==> config.mk <==
export PLATFORM = sky130hd
export DESIGN_NAME = mem_responder
export DESIGN_NICKNAME = d
export VERILOG_FILES = /design/src/rtl/mem_responder.sv
export SDC_FILE = /design/constraint.sdc
export NUM_CORES = 1
export LEC_CHECK = 0
export CAP_MARGIN = 20
export CORE_ASPECT_RATIO = 0.5
export CORE_MARGIN = 5
export CORE_UTILIZATION = 30
export CTS_CLUSTER_SIZE = 16
export DETAILED_ROUTE_END_ITERATION = 12
export MAX_ROUTING_LAYER = met4
export SYNTH_ARGS = -nofsm -noshare
export SYNTH_HDL_FRONTEND = slang
export SYNTH_SLANG_ARGS = --single-unit
==> constraint.sdc <==
create_clock -name clk -period 3.55 [get_ports clk]
set_clock_uncertainty 0.2 [all_clocks]
set_input_delay 0.355 -clock clk [delete_from_list [all_inputs] [get_ports clk]]
set_output_delay 0.355 -clock clk [all_outputs]
set_load 0.1 [all_outputs]
==> src/rtl/mem_responder.sv <==
// 32x8 memory responder: IDLE/ACCESS/DONE handshake with WAIT_STATES extra access cycles.
// Optional MEM_PARITY_EN adds an even-parity bit per word and a parity-error flag on reads.
module mem_responder #(
    parameter int unsigned WAIT_STATES = 1
) (
    input  logic       clk,
    input  logic       rst,
    input  logic       read,
    input  logic       write,
    input  logic [4:0] addr,
    input  logic [7:0] data_in,
    output logic [7:0] data_out,
    output logic       ready,
    output logic       busy,
    output logic       err,
    output logic       perr
);

    localparam int unsigned AW    = 5;
    localparam int unsigned DW    = 8;
    localparam int unsigned CW    = 3;
    localparam int unsigned DEPTH = 32;
`ifdef MEM_PARITY_EN
    localparam int unsigned MW    = DW + 1;
`else
    localparam int unsigned MW    = DW;
`endif

    typedef enum logic [1:0] {
        IDLE   = 2'd0,
        ACCESS = 2'd1,
        DONE   = 2'd2
    } state_t;

    state_t          state_q, state_d;
    logic [CW-1:0]   cnt_q, cnt_d;
    logic [AW-1:0]   addr_q, addr_d;
    logic [DW-1:0]   wdata_q, wdata_d;
    logic            op_rd_q, op_rd_d;
    logic            op_wr_q, op_wr_d;
    logic [DW-1:0]   data_out_q, data_out_d;
    logic            ready_q, ready_d;
    logic            busy_q, busy_d;
    logic            err_q, err_d;
    logic            perr_q, perr_d;

    logic [MW-1:0]   mem_q [DEPTH];
    logic [MW-1:0]   wword_c;
    logic [MW-1:0]   rword_c;
    logic            mem_we_c;
    logic            rd_bad_c;

    // Stored word format: parity (if enabled) above the data byte
`ifdef MEM_PARITY_EN
    assign wword_c  = {^wdata_q, wdata_q};
    assign rd_bad_c = ^rword_c;
`else
    assign wword_c  = wdata_q;
    assign rd_bad_c = 1'b0;
`endif
    assign rword_c = mem_q[addr_q];

    // Next-state and registered-output logic
    always_comb begin
        state_d    = state_q;
        cnt_d      = cnt_q;
        addr_d     = addr_q;
        wdata_d    = wdata_q;
        op_rd_d    = op_rd_q;
        op_wr_d    = op_wr_q;
        data_out_d = data_out_q;
        ready_d    = 1'b0;
        err_d      = 1'b0;
        perr_d     = 1'b0;
        mem_we_c   = 1'b0;

        unique case (state_q)
            IDLE: begin
                if (read || write) begin
                    state_d = ACCESS;
                    cnt_d   = CW'(WAIT_STATES);
                    addr_d  = addr;
                    wdata_d = data_in;
                    op_rd_d = read;
                    op_wr_d = write;
                end
            end
            ACCESS: begin
                if (cnt_q == '0) begin
                    state_d = DONE;
                    ready_d = 1'b1;
                    err_d   = op_rd_q && op_wr_q;
                    if (op_rd_q && !op_wr_q) begin
                        data_out_d = rword_c[DW-1:0];
                        perr_d     = rd_bad_c;
                    end
                    mem_we_c = op_wr_q && !op_rd_q;
                end else begin
                    cnt_d = cnt_q - CW'(1);
                end
            end
            DONE: begin
                state_d = IDLE;
            end
            default: begin
                state_d = IDLE;
            end
        endcase

        busy_d = (state_d != IDLE);
    end

    always_ff @(posedge clk or posedge rst) begin
        if (rst) begin
            state_q    <= IDLE;
            cnt_q      <= '0;
            addr_q     <= '0;
            wdata_q    <= '0;
            op_rd_q    <= 1'b0;
            op_wr_q    <= 1'b0;
            data_out_q <= '0;
            ready_q    <= 1'b0;
            busy_q     <= 1'b0;
            err_q      <= 1'b0;
            perr_q     <= 1'b0;
        end else begin
            state_q    <= state_d;
            cnt_q      <= cnt_d;
            addr_q     <= addr_d;
            wdata_q    <= wdata_d;
            op_rd_q    <= op_rd_d;
            op_wr_q    <= op_wr_d;
            data_out_q <= data_out_d;
            ready_q    <= ready_d;
            busy_q     <= busy_d;
            err_q      <= err_d;
            perr_q     <= perr_d;
        end
    end

    // Storage is not reset; an asserted reset blocks any in-flight commit
    always_ff @(posedge clk) begin
        if (mem_we_c && !rst) begin
            mem_q[addr_q] <= wword_c;
        end
    end

    assign data_out = data_out_q;
    assign ready    = ready_q;
    assign busy     = busy_q;
    assign err      = err_q;
    assign perr     = perr_q;

endmodule

# ---- Word-level counts from Yosys, hierarchy flattened
# Memories as Yosys holds them, arrays and structs flattened. A register that Yosys moved wholly into a read port is not among the register bits.
# Index checks and enable logic that the tools add are counted.
dict set report op_classes {
  n_addsub 1
  multipliers 0
  div_mod_pow 0
  magnitude_cmp 0
  eq_ne 3
  shift 0
  n_mux 14
  bitwise_logic 0
  reduce_logical 15
}
# cell count
set ops {}
lappend ops {{two-way mux 1 bit} 8}
lappend ops {{two-way mux 3 bit} 2}
lappend ops {{case mux 3 bit (2 select lines)} 1}
lappend ops {{AND reduction 3 bit} 2}
lappend ops {{logical AND 1 bit} 4}
lappend ops {{two-way mux 2 bit} 2}
lappend ops {{!= test 2 bit (second input constant)} 2}
lappend ops {{case mux 2 bit (2 select lines)} 1}
lappend ops {{nonzero test 2 bit} 2}
lappend ops {{zero test 1 bit} 3}
lappend ops {{zero test 3 bit} 1}
lappend ops {{subtractor 3 x 1 -> 3 bit (second input constant)} 1}
lappend ops {{equality test 2 x 1 -> 1 bit (second input constant)} 1}
lappend ops {{zero test 2 bit} 1}
lappend ops {{AND reduction 2 bit} 1}
lappend ops {{logical OR 1 bit} 1}
dict set report totals {
  ff_bits 23
  latch_bits 0
  mem_bits_rw 256
  romBits 0
  input_bits 17
  output_inout_bits 12
  word_cells 43
  n_memories 1
}
# memory words word_bits rd rd_ports_with_merged_regs write_ports line
set memory_table {}
lappend memory_table {mem_q 32 8 1 1 1 47} ;# logic [MW-1:0] mem_q [DEPTH];

# ---- Logic depth before layout (Yosys ltp)
dict set report logic_depth {
  ltp_word 7
  mapped_depth 8
  mapped_depth_nobuf 8
}

# ---- Least setup slack after synthesis
# No wires, ideal clock.
dict set report synth_timing {
  path_type {flip-flop to flip-flop}
  from {register cnt_q[0]}
  to {memory mem_q[5][0] (netlist name) (enable)}
  setup_ns 0.383
  t_arrival_ns 2.070
  required_time_ns 2.967
  slack_ns 0.897
  stages_incl_launch_ff 8
  n_path_buf 0
  synth_period_minus_slack_ns 2.653
  path_cell_list {dfrtp_1 inv_1 ha_1 ha_1 nand3b_4 nor4b_2 nand3b_1 nor3_1}
}
dict set report synth_via {
  elab_chain_len 6
}
# item line
set synth_rtl {}
lappend synth_rtl {{from (decl)} 36} ;# logic [CW-1:0] cnt_q, cnt_d;
lappend synth_rtl {{from (signal assigned)} 128} ;# cnt_q <= cnt_d;
lappend synth_rtl {{zero test 3 bit} 89} ;# if (cnt_q == '0) begin
lappend synth_rtl {{two-way mux 1 bit} 89}
lappend synth_rtl {{two-way mux 1 bit} 77} ;# unique case (state_q)
lappend synth_rtl {{logical AND 1 bit} 143} ;# if (mem_we_c && !rst) begin
lappend synth_rtl {{two-way mux 1 bit} 143}
lappend synth_rtl {{two-way mux 1 bit (not written as such)} 144} ;# mem_q[addr_q] <= wword_c;
lappend synth_rtl {{to (decl)} 47}
# Every way passes these cells.

# ---- Worst setup path after layout
dict set report layout_timing {
  from {register cnt_q[0]}
  to {memory mem_q[24][5] (netlist name) (enable)}
}
# Same word-level chain as after synthesis.

==> impl_metrics.csv <==
group,metric,value,unit
run_status,status,"finished clean",
critical_path,r2r_cells,8,
run,drv_cap,0,
global_route,grt_remaining_overflow,0,
floorplanning,io_pins,29,
floorplanning,dieArea,42000,sq um
cts,clkSlewWorstSetupHoldPaths,0.06,ns
critical_path,crit_arrival,3.12,ns
cts,cts_tree,"yes",
logic_synthesis,yosysSeqAreaShare,74.7,%
floorplanning,core-area,37300,sq um
power,p_leak,0.00447,uW
logic_synthesis,yosys_warnings,0,
timing,final.setup.tns,0,ns
floorplanning,rows,50,
critical_path,crit_fanout,8,
power,vdd_drop_max,0.000392,V
critical_path,path_class,"register to register",
power,power,11400,uW
cts,cts_setup_buffers,0,
cts,cts_hold_buf,0,
timing,fin_crit,3.06,ns
cts,worstSkewPairLatency,0.54,ns
finish,syn2layout_area_growth,19.0,%
logic_synthesis,synthCells,609,
timing,maxSlewViolCount,0,
cts,cts_inserted_buffers,29,
logic_synthesis,yosysUniqueCellTypes,55,
finish,n_antenna_cell,0,
floorplanning,die_x,285,microns
routing,vias_per_cell,4.92,
timing,setup-violations-final,0,
critical_path,worstSetupEndpointType,"register",
global_route,grt_max_degree,42,
finish,nFillCells,3403,
placement,port_buffers,27,
routing,dr.pass1.iters,5,
power,p_per_area,843,nW/um^2
placement,gp_congestion,0.809,
cts,root_buffer,"clkbuf_16",
timing,finalHoldViolCount,0,
logic_synthesis,ys_seq_elements,287,
timing,setup_slack,0.492,ns
cts,post_cts_resized,0,
routing,drc_errors,0,
placement,dp_hpwl,16.8,mm
worst_hold_path,hold_path_class,"input port to asynchronous set/reset pin",
finish,fin_nets,709,
logic_synthesis,syn_nets,628,
floorplanning,fp.dieH,147,microns
routing,drt_iter0_drc,551,
global_route,first_global_vias,6164,
cts,clock_sinks,287,
timing,rsz0062_at_grt,"false",
cts,cts_htree_levels,1,
timing,fmax,327,MHz
timing,slew_headroom,29.8,%
global_route,track_usage,12.6,%
logic_synthesis,syn_area,11300,sq um
logic_synthesis,async_reset_ff_share,10.8,%
finish,layout-drive-gt1-share,24.3,%
routing,routedWlPerCell,21.6,microns
placement,place_ws,0.478,ns
global_route,antenna_found_initial,0,
routing,vias,5925,
global_route,grt_pass1_wl,39.6,mm
routing,wirelength,26.0,mm
critical_path,required,3.61,ns
cts,clk_path_buf_depth,3,
routing,antenna_left,0,
timing,tightest_slew,1.05,ns
timing,holdWs,0.178,ns
logic_synthesis,synth_edf_count,256,
logic_synthesis,synth-main-ff-cell,"edfxtp_1",
critical_path,critPathLaunchType,"register",
floorplanning,start_util,30.3,%
logic_synthesis,avgSynthCellArea,18.6,sq um
timing,fin_crit_sh,86.1,%
-- final timing paths --
kind                           from      endpoint  slack, ns
min in group clk              write       op_wr_q       0.22
setup reg to reg           cnt_q[0]  mem_q[24][5]       0.49
hold reg to reg            cnt_q[2]      cnt_q[2]       0.29
hold / removal                  rst           err       0.18
max in group asynchronous       rst   data_out[1]       2.30
setup / recovery           cnt_q[0]  mem_q[24][5]       0.49
-- placed cells by master (no fill, tap or decap), types with 8 or more instances in the layout --
| master | synthesis | layout |
|---|---|---|
| buf_4 | 11 | 54 |
| clkbuf_16 | 0 | 29 |
| clkdlybuf4s50_1 | 0 | 27 |
| dfrtp_1 | 31 | 28 |
| edfxtp_1 | 256 | 256 |
| inv_1 | 8 | 8 |
| mux2_2 | 16 | 16 |
| mux2i_1 | 33 | 33 |
| mux4_2 | 45 | 45 |
| nand2_1 | 22 | 22 |
| nand3_1 | 8 | 8 |
| nor2_1 | 46 | 46 |
| nor2b_1 | 9 | 9 |
-- routing by layer --
metal	vias up	global-route usage (%)	share of wire (%)
met3	54	1.85	5.9
met2	192	19.9	47
met1	3086	17.0	44
met4	0	3.93	3.1
met5	-	-	0
li1	2593	-	-
-- state kept, by name, indices dropped and copies added (netlist names) --
signal,flops
busy,1
cnt_q,3
addr_q,5
op_rd_q,1
wdata_q,8
state_q,2
ready,1
op_wr_q,1
err,1
data_out,8
mem_q,256
-- cells in the mapped netlist, types with 3 or more instances --
cell type  count  area [sq um]
a2111oi_0      4          35.0
a211oi_1       5          37.5
a21oi_1        7          35.0
a22oi_1        4          30.0
a31oi_1        4          25.0
a32o_1         3          30.0
and3_1         4          25.0
buf_2         13          65.1
buf_4         11          82.6
buf_6          4          45.0
clkbuf_1       4          15.0
dfrtp_1       31           776
edfxtp_1     256          7690
inv_1          8          30.0
mux2_2        16           180
mux2i_1       33           330
mux4_2        45          1010
nand2_1       22          82.6
nand2b_1       6          37.5
nand3_1        8          40.0
nand4_1        3          18.8
nor2_1        46           173
nor2b_1        9          56.3
nor3_1         7          35.0
nor4_1         5          31.3
o2111ai_1      3          26.3
o21ai_0        7          35.0
o22ai_1        3          18.8
or3_1          3          18.8
-- cell type report --
class                   instances  area [sq um]  share of cell area [%]
flip-flops and latches        287          8470                    62.9
well taps                     494           618                    4.59
clock inverters                22           273                    2.02
inverters                       8          30.0                   0.223
repair buffers                 84           738                    5.48
clock buffers                  30           729                    5.41
multi-input cells             280          2620                    19.4
-- power by group --
part           total, uW  switching (uW)  internal (uW)
clock               3190            1260           1930
sequential          4880             554           4320
combinational       3300            2040           1260
total              11400            3850           7510
-- worst max-delay path, cell delays in order (launching register included) --
cell and delay, ns:
dfrtp_1 0.39, inv_1 0.06, ha_1 0.15, ha_1 0.24, nand3b_4 0.12, nor4b_2 0.37
or3b_1 0.62, nor2_1 0.42, buf_4 0.22
-- cells by family (layout without fill, tap and decap cells) --
family,after synthesis,in the layout,share of synthesized area [%]
flip-flops,287,287,74.7
AND/OR/NAND/NOR,129,129,5.97
multiplexers,94,94,13.5
AO/OA/AOI/OAI,54,54,3.43
buffers and inverters,42,144,2.17
adder cells (fa/ha/maj),2,2,0.221
other,1,1,0.0331
-- through the flow --
stage                     instance area, sq um  instances  utilization [%]
after floorplan                          11300        609                -
after global placement                   12400       1151             33.3
after detailed placement                 12500       1152             33.4
after CTS                                13500       1204             36.0
after global routing                     13500       1205             36.1
final                                    13500       1205             36.1
(Power assumes the default switching activity.)
